File: src/rtl/refill_pkg.sv
// refill_pkg: state encoding and default line geometry shared by the refill arbiter files
package refill_pkg;
  localparam int ADDR_W_D = 32;
  localparam int DATA_W_D = 32;
  localparam int LINE_WORDS_D = 4;
  localparam int OFFS_W = $clog2(LINE_WORDS_D * DATA_W_D / 8);
  localparam int BEAT_W = $clog2(LINE_WORDS_D);
  typedef enum logic [2:0] {IDLE, D_WB, D_RD, I_RD, DONE_D, DONE_I} state_t;
endpackage

File: src/rtl/refill_beat_ctr.sv
// refill_beat_ctr: burst beat counter (clear/advance) producing beat index, last flag and line-aligned beat address
module refill_beat_ctr
  import refill_pkg::*;
#(
  parameter int ADDR_W = ADDR_W_D,
  parameter int DATA_W = DATA_W_D,
  parameter int LINE_WORDS = LINE_WORDS_D
) (
  input  logic                          clk,
  input  logic                          clear,
  input  logic                          advance,
  input  logic [ADDR_W-1:0]             base,
  output logic [$clog2(LINE_WORDS)-1:0] beat,
  output logic                          last,
  output logic [ADDR_W-1:0]             addr
);
  localparam int BW = $clog2(LINE_WORDS);
  localparam int OW = $clog2(LINE_WORDS * DATA_W / 8);
  localparam int SW = $clog2(DATA_W / 8);
  logic unused_offs;
  assign unused_offs = ^base[OW-1:0];
  assign last = &beat;
  assign addr = {base[ADDR_W-1:OW], {OW{1'b0}}} + (ADDR_W'(beat) << SW);
  always_ff @(posedge clk)
    beat <= clear ? '0 : advance ? beat + BW'(1) : beat;
endmodule

File: src/rtl/refill_arbiter.sv
// refill_arbiter: shares one memory port between I refill and D writeback/refill as locked LINE_WORDS-beat bursts, D first
module refill_arbiter
  import refill_pkg::*;
#(
  parameter int ADDR_W = ADDR_W_D,
  parameter int DATA_W = DATA_W_D,
  parameter int LINE_WORDS = LINE_WORDS_D
) (
  input  logic                          clk,
  input  logic                          rst,
  input  logic                          i_req,
  input  logic [ADDR_W-1:0]             i_addr,
  input  logic                          d_req,
  input  logic [ADDR_W-1:0]             d_addr,
  input  logic                          d_dirty,
  input  logic [ADDR_W-1:0]             d_wb_addr,
  input  logic [DATA_W-1:0]             d_wdata,
  output logic                          mem_req,
  output logic                          mem_we,
  output logic [ADDR_W-1:0]             mem_addr,
  output logic [DATA_W-1:0]             mem_wdata,
  input  logic                          mem_ready,
  input  logic [DATA_W-1:0]             mem_rdata,
  output logic                          i_wr,
  output logic [$clog2(LINE_WORDS)-1:0] i_beat,
  output logic                          d_wr,
  output logic [$clog2(LINE_WORDS)-1:0] d_beat,
  output logic                          f_arrival,
  output logic                          m_arrival
);
  state_t state, next;
  logic [$clog2(LINE_WORDS)-1:0] beat;
  logic last, done;
  logic [ADDR_W-1:0] base, beat_addr;
  logic unused_rdata;
  assign unused_rdata = ^mem_rdata;
  assign base = state == D_WB ? d_wb_addr : state == I_RD ? i_addr : d_addr;
  assign done = mem_req && mem_ready && last;
  refill_beat_ctr #(.ADDR_W(ADDR_W), .DATA_W(DATA_W), .LINE_WORDS(LINE_WORDS)) u_ctr (
    .clk(clk),
    .clear(rst || state == IDLE),
    .advance(mem_req && mem_ready),
    .base(base),
    .beat(beat),
    .last(last),
    .addr(beat_addr)
  );
  always_ff @(posedge clk)
    state <= rst ? IDLE : next;
  always_comb begin
    next = state;
    case (state)
      IDLE:    next = d_req ? (d_dirty ? D_WB : D_RD) : i_req ? I_RD : IDLE;
      D_WB:    next = done ? D_RD : D_WB;
      D_RD:    next = done ? DONE_D : D_RD;
      I_RD:    next = done ? DONE_I : I_RD;
      default: next = IDLE;
    endcase
  end
  always_comb begin
    mem_req = state == D_WB || state == D_RD || state == I_RD;
    mem_we = state == D_WB;
    mem_addr = mem_req ? beat_addr : '0;
    mem_wdata = mem_we ? d_wdata : '0;
    i_wr = state == I_RD && mem_ready;
    d_wr = state == D_RD && mem_ready;
    i_beat = state == I_RD ? beat : '0;
    d_beat = state == D_WB || state == D_RD ? beat : '0;
    f_arrival = state == DONE_I;
    m_arrival = state == DONE_D;
  end
endmodule

File: config.mk
export PLATFORM = sky130hd
export DESIGN_NAME = refill_arbiter
export DESIGN_NICKNAME = d
export VERILOG_FILES = /design/src/rtl/refill_pkg.sv /design/src/rtl/refill_beat_ctr.sv /design/src/rtl/refill_arbiter.sv
export SDC_FILE = /design/constraint.sdc
export NUM_CORES = 1
export LEC_CHECK = 0
export BUFFER_PORTS_ARGS = -buffer_cell sky130_fd_sc_hd__buf_2
export CORE_AREA = 2 2 92 94
export DETAILED_ROUTE_END_ITERATION = 10
export DIE_AREA = 0 0 94 96
export PLACE_DENSITY_LB_ADDON = 0.05
export SLEW_MARGIN = 20
export SYNTH_ARGS = -nofsm -noshare
export SYNTH_HDL_FRONTEND = slang
export SYNTH_SLANG_ARGS = --single-unit
File: constraint.sdc
create_clock -name clk -period 1.6 [get_ports clk]
set_input_delay 0 -clock clk [delete_from_list [all_inputs] [get_ports clk]]
set_output_delay 0 -clock clk [all_outputs]
set_load 0.005 [all_outputs]
# Yosys cells after proc, flatten, opt, wreduce, memory -nomap -nowiden

Index checks and enable logic that the tools add are counted.

Bits in registers: 5
Logic and storage cells: 31

$add $sub $neg: 2
Equality and inequality tests: 5
Muxes and demuxes: 13
Reductions and logical operators: 9

Operator list:

| cell                  | number |
|---|---|
| $mux W32              | 4 |
| $add A32 B4 Y32       | 1 |
| $mux W2               | 6 |
| $pmux W3 S4           | 1 |
| $eq A3 B2 Y1 const B  | 2 |
| $eq A3 B3 Y1 const B  | 2 |
| $mux W3               | 2 |
| $logic_and A1 B1 Y1   | 4 |
| $eq A3 B1 Y1 const B  | 1 |
| $logic_not A3 Y1      | 1 |
| $logic_or A1 B1 Y1    | 3 |
| $add A2 B1 Y2 const B | 1 |
| $reduce_and A2 Y1     | 1 |

# Logic depth before layout (Yosys ltp)

Gate-level depths: netlist (run 1).

Depth in word-level cells: 7
Mapped depth: 6

# By module

Synthesis (run 1) repeated with hierarchy kept, for this count alone.

Cell total of the unflattened synthesis: 253
Area, all modules: 1695.4 um2

Modules (own cells, without submodules):

| module          | times used | cells an instance | area each (um2) | seq. area each (um2) |
|---|---|---|---|---|
| refill_arbiter  | 1          | 213               | 1372.6          | 60.1 |
| refill_beat_ctr | 1          | 40                | 322.8           | 40.0 |

# Least setup slack after synthesis (run 1)

No wires, ideal clock.

Path kind: register to register
Start point: register state[2]
End point: register u_ctr.beat[1]
Arrival: 1052 ps
Path slack: 480 ps
Stages on the path, launching flop included: 5
Path buffers: 1
Clock period less this slack: 1120 ps
Path through: dfxtp_1 -> buf_6 -> nand2b_4 -> or4b_1 -> o21ai_1

Word-level cells in the longest chain between the ends: 4
Elaborated cells on any way between the ends: 8
Those cells by class: 3 x eq/ne; 5 x reduce/logical

RTL lines:

| item                                         | line                  | text |
|---|---|---|
| start, declared                              | refill_arbiter.sv:31  | `state_t state, next;` |
| start signal, assigned                       | refill_arbiter.sv:49  | `state <= rst ? IDLE : next;` |
| $eq A3 B1 Y1 or $eq A3 B2 Y1 (tied branches) | refill_arbiter.sv:61  | `mem_req = state == D_WB \|\| state == D_RD \|\| state == I_RD;` |
| $logic_or A1 B1 Y1 (2 in a row)              | refill_arbiter.sv:61  |  |
| $logic_and A1 B1 Y1                          | refill_arbiter.sv:42  | `.advance(mem_req && mem_ready),` |
| end signal, assigned                         | refill_beat_ctr.sv:25 | `beat <= clear ? '0 : advance ? beat + BW'(1) : beat;` |
| end, declared                                | refill_beat_ctr.sv:13 | `output logic [$clog2(LINE_WORDS)-1:0] beat,` |

Several ways; a longest one is shown, not always the timed one.
A chain may end at the register's enable or synchronous reset.

# Worst setup path after layout (run 1)

Start point: register state[1]
End point: output mem_addr[14]

Word-level cells in the longest chain between the ends: 5
Elaborated cells on any way between the ends: 9
Those cells by class: 1 x add/sub; 3 x eq/ne; 3 x mux; 2 x reduce/logical

RTL lines:

| item                  | line                                       | text |
|---|---|---|
| $eq A3 B2 Y1          | refill_arbiter.sv:37, refill_arbiter.sv:61 |  |
| $mux W32 (2 in a row) | refill_arbiter.sv:37                       | `assign base = state == D_WB ? d_wb_addr : state == I_RD ? i_addr : d_addr;` |
| $add A32 B4 Y32       | refill_beat_ctr.sv:23                      | `assign addr = {base[ADDR_W-1:OW], {OW{1'b0}}} + (ADDR_W'(beat) << SW);` |
| $mux W32 *            | refill_arbiter.sv:63                       | `mem_addr = mem_req ? beat_addr : '0;` |
| end, declared         | refill_arbiter.sv:20                       | `output logic [ADDR_W-1:0] mem_addr,` |

Every way passes the cells marked *; elsewhere a longest branch is shown, timed or not.

==> results.py, run 1 <==
metrics = {
    "timing": {
        "period_minus_slack_ns": 1.49,
        "fin_skew_ns": 0.00156,
        "finalHoldViolations": 0,
        "period_share_pct": 93.1,
        "clock.fmax_ghz": 0.671,
        "setup-tns-final_ns": 0,
        "setup_violations": 0,
        "drv_slew": 0,
        "rsz0062_at_grt": "false",
    },
    "yosys": {
        "synth_edf_count": 0,
        "ys_ff_latch": 5,
        "async_reset_ff_share_pct": 0,
        "syn-cell-area_mm2": 0.00133,
        "synth_commonest_cells": "38 x nor2_1, 32 x and2_1, 28 x a22oi_1, 28 x mux2_2, 7 x buf_6",
        "synthFlopType": "dfxtp_1",
        "yosysTopAreaCell": "mux2_2",
        "yosys.cell_count.top_type": "nor2_1",
        "ys_seq_area_share_pct": 7.55,
        "synth_top_cell_area_share_pct": 23.8,
        "ys_types": 30,
        "synth_area_leaders": "mux2_2 24%, a22oi_1 16%, and2_1 15%",
        "syn_area_per_cell_um2": 7.28,
        "synth_cells": 182,
        "yosys_warnings": 0,
    },
    "placement": {
        "dpl.hpwl_mm": 5.11,
        "gp_congestion": 0.709,
        "io_buffers": 193,
        "place_area_mm2": 0.00237,
    },
    "critical_path": {
        "path_class": "reg -> out",
        "end_kind": "output pin",
        "startpoint_type": "flip-flop",
        "cpPeakStageDelay_ns": 0.40,
        "cp_top_family": "flip-flops",
        "regToRegStartpoint": "state[1]",
        "critPathLaunch": "state[1]",
        "path_cells": "clkbuf_16 > mux2_2 > a22oi_1 > nor2_1 > buf_2",
        "cp.buffers_inverters": 2,
        "worst_ep_required_time_ns": 1.60,
        "cp.arrival_ns": 1.49,
        "reg2regPathDepth": 4,
        "path_max_fanout": 14,
        "reg2reg_slack_ns": 0.26,
        "worstReg2RegEnd": "u_ctr.beat[1]",
        "slowest_stage": "dfxtp_2",
    },
    "detailed_routing": {
        "vias": 2015,
        "drc": 0,
        "wl_per_cell_um": 13.3,
        "ant_nets": 0,
        "first_pass_iters": 4,
        "viasPerCell": 4.24,
        "wirelength_mm": 6.33,
        "initialDrtViolationCount": 48,
    },
    "power_and_ir_drop": {
        "p_clk_share_pct": 18.4,
        "vdd_drop_max_mv": 0.179,
        "p_comb_share_pct": 69.7,
        "p_per_area_mw_per_mm2": 531,
        "power.switching_mw": 0.483,
        "p_seq_share_pct": 12.0,
        "leakage_nw": 1.40,
        "swShare_pct": 37.1,
        "p_int_mw": 0.820,
    },
    "die": {
        "die_area_mm2": 0.00902,
        "fp-row-count": 33,
        "fp.dieW_um": 94,
        "ios": 240,
        "core_region_area_mm2": 0.00805,
        "die_h_um": 96,
        "floorplan.initialDensity_pct": 16.5,
    },
    "clock_tree": {
        "cts_resized": 0,
        "cts-hold-fix-buffers": 0,
        "clk_path_buf_depth": 2,
        "cts.htree.levels": 1,
        "cts_tree": "yes",
        "numClockSinks": 5,
        "path_clk_slew_ns": 0.04,
        "postCtsSetupRepairBufs": 0,
        "clock_latency_ns": 0.22,
        "cts-root-buf": "clkbuf_8",
        "cts-buffers-inserted": 3,
    },
    "final_layout": {
        "drive_gt1_share_pct": 65.7,
        "finalCoreUtilization_pct": 30.5,
        "area_growth_syn_to_layout_pct": 85.2,
        "n_fill_cell": 928,
        "fin_nets": 538,
        "n_antenna_cell": 0,
        "fin_area_mm2": 0.00245,
    },
    "worst_hold_path": {
        "hold_depth": 3,
        "hold_end": "u_ctr.beat[1]",
        "hold_class": "in -> reg",
        "hp-start": "rst",
    },
    "global_route": {
        "antenna_found_initial": 0,
        "overflow": 0,
        "grtUsageTotal_pct": 11.9,
        "grt_pass1_vias": 1925,
        "grt_pass1_wl_mm": 8.78,
        "grt_max_degree": 34,
    },
    "job": {
        "cap_violations": 0,
    },
    "run_status": {
        "outcome": "complete, no violations",
    },
}
==> worst register-to-register path, stage by stage, from the launching register on <==
cell and delay [ns]:
dfxtp_2 0.40, buf_4 0.19, nor2_2 0.09, or4b_1 0.52
o21ai_1 0.08
==> worst max-delay path by stage <==
stage	endpoint	slack [ns]	cells after the start
2_1_floorplan	u_ctr.beat[1]	0.48	4
3_3_place_gp	mem_wdata[31]	0.24	6
3_5_place_dp	mem_wdata[31]	0.25	6
4_1_cts	mem_wdata[4]	0.004	6
5_1_grt	mem_addr[7]	0.01	5
6_report	mem_addr[14]	0.11	5
==> metal layers <==
metal / part of all wire [%] / vias up / GRT usage [%]
met4: 0.60 / 0 / 2.29
met3: 9.6 / 6 / 1.80
met2: 53 / 122 / 23.9
li1: - / 1009 / -
met1: 37 / 878 / 13.2
met5: 0 / - / 0
==> through the flow <==
step	power, mW	instances	setup slack [ns]	hold WS [ns]
2_1_floorplan	0.665	183	0.480	0.0906
3_3_place_gp	1.05	470	0.241	0.268
3_5_place_dp	1.05	470	0.248	0.264
4_1_cts	1.30	474	0.00353	0.115
5_1_grt	1.43	475	0.0110	0.138
6_report	1.30	475	0.111	0.113
==> logic make-up after synthesis <==
kind of cell,count (synthesis),share of synthesized area (%)
buffers and inverters,21,11.5
AO/OA/AOI/OAI,37,20.8
flip-flops,5,7.55
adder cells (fa/ha/maj),1,0.944
AND/OR/NAND/NOR,89,35.1
multiplexers,28,23.8
other,1,0.283
==> layout by cell type (no fill, tap or decap) <==
master     instances
a22oi_1           27
a311o_1            1
inv_1              1
o21a_1             1
buf_2            193
o21ai_1            1
and2_1            32
o21ai_0            1
ha_1               1
clkbuf_16          1
nor2_2             2
nor3_1             1
nor2b_2            1
a22oi_2            1
conb_1             2
clkbuf_8           3
dfxtp_1            3
buf_12             2
buf_6              1
mux2_2            28
nor2_1            38
clkbuf_1           1
a21oi_1            3
o221a_2            1
nor4_1             1
nand2_1            6
or4b_1             1
o2111a_1           1
dfxtp_2            2
nand2b_1           4
buf_4              6
or4_1              1
nand2b_4           2
==> cell type report <==
type,instances,area (um^2),area share (%)
clock buffer,4,45.0,1.84
inverter,1,3.75,0.153
multi-input combinational,157,1080,44.2
sequential,5,103,4.18
tap,105,131,5.35
timing repair buffer,203,1090,44.3
==> power groups by stage <==
| stage | Combinational [mW] | Clock (mW) | Sequential [mW] |
|---|---|---|---|
| floorplan | 0.523 | 0 | 0.141 |
| global placement | 0.898 | 0 | 0.153 |
| detailed placement | 0.894 | 0 | 0.153 |
| CTS | 0.899 | 0.250 | 0.151 |
| global route | 1.02 | 0.256 | 0.157 |
| finish | 0.907 | 0.239 | 0.156 |
==> registers in the layout, indices dropped and copies added, names as in the netlist <==
signal	cells
state	3
u_ctr.beat	2
No activity file was read; power rests on OpenSTA's default activity.
==> inputs of run 2 (changes only) <==
- ABC_AREA: not set -> 1
- CORE_AREA: 2 2 92 94 -> 2 2 94 96
- DIE_AREA: 0 0 94 96 -> 0 0 96 98
- PLACE_DENSITY: not set -> 0.54
- PLACE_DENSITY_LB_ADDON: 0.05 -> not set
==> results.py, run 2 <==
metrics = {
    "detailed_routing": {
        "ant_nets": 0,
        "wl_per_cell_um": 9.87,
        "first_pass_iters": 4,
        "wirelength_mm": 6.30,
        "initialDrtViolationCount": 25,
        "vias": 2501,
        "viasPerCell": 3.92,
        "drc": 0,
    },
    "final_layout": {
        "multi_input_area_mm2": 0.00100,
        "layout_common_cells": "193 x buf_2, 98 x nor2_1, 96 x nand2_1",
        "largest-register": "state",
        "drive_gt1_share_pct": 40.9,
        "fin_area_mm2": 0.00267,
        "register_area_um2": 101,
        "n_antenna_cell": 0,
        "final_common_cell": "buf_2",
        "biggestRegsByFlops": "state: 3 flops, u_ctr.beat: 2 flops",
        "largest_reg_flops": 3,
        "fin_nets": 698,
        "n_fill_cell": 966,
        "area_growth_syn_to_layout_pct": 81.4,
    },
    "timing": {
        "fin_hold_ws_ns": 0.114,
        "finalHoldViolations": 0,
        "drv_slew": 0,
        "rsz0062_at_grt": "false",
        "period_minus_slack_ns": 1.47,
        "fin_skew_ns": 0.000254,
        "setup-tns-final_ns": 0,
        "clock.fmax_ghz": 0.680,
        "period_share_pct": 91.9,
        "setup_violations": 0,
    },
    "yosys": {
        "synth_edf_count": 0,
        "syn-cell-area_mm2": 0.00147,
        "ys_types": 20,
        "synth_cells": 341,
        "syn_area_per_cell_um2": 4.32,
        "synth_top_cell_area_share_pct": 25.5,
        "yosys_warnings": 0,
        "yosys.cell_count.top_type": "nor2_1",
        "synth_area_leaders": "nor2_1 25%, nand2_1 25%, inv_1 17%",
        "ys_seq_area_share_pct": 6.79,
        "synthFlopType": "dfxtp_1",
        "async_reset_ff_share_pct": 0,
        "yosysTopAreaCell": "nor2_1",
        "synth_commonest_cells": "100 x nor2_1, 97 x nand2_1, 67 x inv_1",
        "ys_ff_latch": 5,
    },
    "global_route": {
        "grt_max_degree": 51,
        "gr-max-usage-layer": "met2",
        "gr-usage-met3_pct": 1.00,
        "globalRouteMet1Util_pct": 12.5,
        "grt_pass1_wl_mm": 9.22,
        "overflow": 0,
        "grt_pass1_vias": 2229,
        "grtUsageTotal_pct": 11.7,
        "grt.met2_usage_pct": 24.1,
        "antenna_found_initial": 0,
    },
    "clock_tree": {
        "clock_latency_ns": 0.22,
        "numClockSinks": 5,
        "cts-buffers-inserted": 3,
        "cts-root-buf": "clkbuf_8",
        "path_clk_slew_ns": 0.03,
        "cts.htree.levels": 1,
        "clk_path_buf_depth": 2,
        "cts_tree": "yes",
    },
    "critical_path": {
        "cpPeakStageDelay_ns": 0.41,
        "path_max_fanout": 11,
        "path_common_cell": "nand2_1",
        "cp.arrival_ns": 1.47,
        "end_kind": "output pin",
        "worst_ep_required_time_ns": 1.60,
        "cp.buffers_inverters": 4,
        "path_cells": "inv_2 > nand2_1 > nand2_1 > buf_4 > nor2_1 > nand2_1 > inv_1 > buf_2",
        "cp.depth": 8,
        "slowest_stage": "dfxtp_2",
        "path_class": "reg -> out",
        "reg2regPathDepth": 8,
        "startpoint_type": "flip-flop",
        "cp_top_family": "simple AND/OR/NAND/NOR gates",
    },
    "power_and_ir_drop": {
        "vdd_drop_max_mv": 0.244,
        "p_per_area_mw_per_mm2": 529,
        "leakage_nw": 1.97,
    },
    "job": {
        "cap_violations": 0,
    },
    "placement": {
        "dpl.hpwl_mm": 4.89,
        "io_buffers": 193,
        "place_area_mm2": 0.00254,
        "gp_congestion": 0.753,
    },
    "die": {
        "floorplan.initialDensity_pct": 17.4,
        "fp-row-count": 34,
        "core_region_area_mm2": 0.00847,
        "die_area_mm2": 0.00941,
        "fp.dieW_um": 96,
        "ios": 240,
        "die_h_um": 98,
    },
    "worst_hold_path": {
        "hold_depth": 3,
        "hold_class": "in -> reg",
    },
    "run_status": {
        "outcome": "complete, no violations",
    },
}
-- run 2: changes by cell type after synthesis, sizes merged, moves of 6 or more --
cell,delta
nand2,+91
inv,+71
nor2,+61
nand3,+33
and2,-32
a22oi,-28
mux2,-28
nand2b,-6
-- run 2: repair_timing --
item,CTS,global route
hold buffers,1,0
endpoints found under the setup margin,18,38
gates cloned,0,1
pin swaps,0,1
setup buffers,0,2
hold endpoints to repair,1,0
gates resized for setup,4,7
-- run 2: cell type report --
cell class / instances / area share [%]
clock buffers: 4 / 1.68
inverters: 73 / 10.3
multi-input cells: 244 / 37.5
flip-flops and latches: 5 / 3.79
well taps: 108 / 5.05
repair buffers: 204 / 41.6
-- run 2: routing by layer --
layer	routed length, um	vias to the layer above
met1	2500	1011
met2	3170	131
met3	604	2
met4	19	0
met5	0	-
li1	-	1357
-- run 2: cells by family (layout without fill, tap and decap cells) --
kind of cell               after synthesis  in the layout  share of synthesized area [%]
buffers and inverters                   93            281                           26.3
other                                    1              2                          0.254
AOI/OAI and AO/OA                        7              7                           2.55
and+or+nand+nor                        234            234                           63.2
adders and majority gates                1              1                          0.849
DFF                                      5              5                           6.79
-- run 2: worst paths after layout --
check / start / to / slack [ns]
worst min-delay path: mem_ready / u_ctr.beat[1] / 0.11
worst max register to register: state[0] / u_ctr.beat[0] / 0.26
worst max-delay path: state[1] / mem_addr[24] / 0.13
worst min register to register: u_ctr.beat[1] / u_ctr.beat[1] / 0.48
-- run 2: worst register-to-register path, cell delays in order (launching register included) --
cell      delay, ns
dfxtp_1        0.32
inv_1          0.11
nand2_1        0.13
nand2_1        0.13
buf_4          0.19
clkinv_1       0.14
nand2_1        0.10
nand2_1        0.05
a21oi_1        0.11
-- run 2: metrics by stage --
stage	std cells	setup slack, ns	power, mW	util, %
final	638	0.129	1.41	31.6
after global routing	638	0.00231	1.58	31.6
after CTS	635	0.0301	1.39	30.8
after detailed placement	630	0.181	1.14	30.0
after global placement	630	0.203	1.14	30.0
after floorplan	342	0.479	0.703	-
-- run 2: power by group --
group,switching (mW),total (mW),internal [mW]
Clock,0.0580,0.229,0.171
Sequential,0.0134,0.149,0.135
Combinational,0.551,1.04,0.486
==> inputs of run 3 (changes only) <==
- CELL_PAD_IN_SITES_DETAIL_PLACEMENT: not set -> 1
- CELL_PAD_IN_SITES_GLOBAL_PLACEMENT: not set -> 2
- CORE_AREA: 2 2 94 96 -> not set
- CORE_ASPECT_RATIO: not set -> 0.6
- CORE_UTILIZATION: not set -> 10
- DIE_AREA: 0 0 96 98 -> not set
- PLACE_DENSITY: 0.54 -> 0.84
==> results.py, run 3 (synthesis results as in run 2) <==
metrics = {
    "die": {
        "fp.dieW_um": 159,
        "fp-row-count": 33,
        "ios": 240,
        "die_h_um": 96.0,
        "core_region_area_mm2": 0.0140,
        "die_area_mm2": 0.0152,
        "floorplan.initialDensity_pct": 10.5,
    },
    "power_and_ir_drop": {
        "leakage_nw": 2.03,
        "vdd_drop_max_mv": 0.319,
        "finalPower_mw": 1.70,
        "p_per_area_mw_per_mm2": 589,
    },
    "placement": {
        "io_buffers": 193,
        "place_inst": 716,
        "preCtsSetupSlack_ns": 0.0936,
        "place_area_mm2": 0.00268,
        "dpl.hpwl_mm": 6.45,
        "gp_congestion": 0.784,
    },
    "final_layout": {
        "layout_common_cells": "193 x buf_2, 99 x nor2_1, 97 x nand2_1",
        "finalNonFillerCells": 726,
        "n_antenna_cell": 0,
        "largest-register": "state",
        "biggestRegsByFlops": "state: 3 flops, u_ctr.beat: 2 flops",
        "final_common_cell": "buf_2",
        "fin_area_mm2": 0.00289,
        "fin_nets": 702,
        "largest_reg_flops": 3,
        "finalCoreUtilization_pct": 20.6,
        "area_growth_syn_to_layout_pct": 96.0,
        "drive_gt1_share_pct": 41.2,
    },
    "timing": {
        "setup-tns-final_ns": 0,
        "fin_hold_ws_ns": 0.113,
        "fin_ws_ns": 0.0950,
        "fin_skew_ns": 0.000475,
        "clock.fmax_ghz": 0.664,
        "period_share_pct": 94.1,
        "setup_violations": 0,
        "rsz0062_at_grt": "true",
        "finalHoldViolations": 0,
        "period_minus_slack_ns": 1.50,
        "drv_slew": 0,
    },
    "critical_path": {
        "cp.arrival_ns": 1.50,
        "reg2regPathDepth": 8,
        "startpoint_type": "flip-flop",
        "end_kind": "output pin",
        "path_class": "reg -> out",
        "path_max_fanout": 12,
        "reg2reg_slack_ns": 0.21,
        "regToRegStartpoint": "state[1]",
        "worstReg2RegEnd": "u_ctr.beat[1]",
        "worst_ep_required_time_ns": 1.60,
    },
    "clock_tree": {
        "cts-root-buf": "clkbuf_16",
        "cts.htree.levels": 1,
        "cts_tree": "yes",
        "clock_latency_ns": 0.23,
        "cts-buffers-inserted": 3,
        "path_clk_slew_ns": 0.04,
        "numClockSinks": 5,
        "clk_path_buf_depth": 2,
    },
    "detailed_routing": {
        "initialDrtViolationCount": 113,
        "wl_per_cell_um": 11.4,
        "ant_nets": 0,
        "viasPerCell": 3.62,
        "wirelength_mm": 8.28,
        "vias": 2627,
        "first_pass_iters": 4,
        "drc": 0,
    },
    "worst_hold_path": {
        "hold_class": "in -> reg",
        "hp-start": "mem_ready",
        "hold_depth": 3,
        "hold_end": "u_ctr.beat[0]",
    },
    "global_route": {
        "grt_pass1_wl_mm": 11.8,
        "grt_pass1_vias": 2340,
        "grt_max_degree": 26,
        "grtUsageTotal_pct": 9.74,
        "antenna_found_initial": 0,
        "overflow": 0,
    },
    "job": {
        "cap_violations": 0,
    },
    "run_status": {
        "outcome": "complete, no violations",
    },
}
[run 3: worst max-delay path by stage]
stage / from / to / slack, ns / cells after the start
CTS: state[2] / mem_addr[23] / 0.02 / 9
detailed placement: state[1] / u_ctr.beat[1] / 0.09 / 8
global placement: state[1] / u_ctr.beat[1] / 0.16 / 8
finish: state[2] / mem_addr[23] / 0.1 / 10
floorplan: state[2] / mem_wdata[21] / 0.48 / 7
global route: state[2] / mem_addr[28] / -0.02 / 10
[run 3: layout make-up]
| type | instances | area, um^2 |
|---|---|---|
| clock buffer | 4 | 78.8 |
| fill | 1902 | 11100 |
| inverter | 73 | 279 |
| multi-input combinational | 244 | 1000 |
| sequential | 5 | 104 |
| tap | 192 | 240 |
| timing repair buffer | 208 | 1180 |
[run 3: routing by layer]
layer,up-vias,wire (um),track usage [%]
met5,-,0,0
met4,0,27,1.46
met2,105,3640,15.8
met1,1155,4020,13.3
met3,2,593,2.37
li1,1365,-,-
[run 3: where the power goes]
part / total, mW / switching (mW) / internal [mW]
Clock: 0.420 / 0.0889 / 0.331
Sequential: 0.149 / 0.0137 / 0.135
Combinational: 1.13 / 0.604 / 0.530
Total: 1.70 / 0.707 / 0.996
[run 3: what timing repair did]
| item | CTS | global route |
|---|---|---|
| hold endpoints to repair | 1 | 0 |
| gates cloned | 2 | 1 |
| hold buffers | 1 | 0 |
| resized for setup | 4 | 5 |
| setup endpoints to repair | 21 | 27 |
| pin swaps | 0 | 1 |
| buffers inserted | 1 | 1 |
[run 3: critical path, cell delays in order (launching register included)]
cell	delay, ns
dfxtp_1	0.32
inv_2	0.08
nand2_1	0.09
nor2_4	0.17
inv_6	0.09
clkbuf_16	0.18
nor2_1	0.09
nor2_1	0.05
nand2_1	0.06
inv_1	0.04
buf_2	0.12
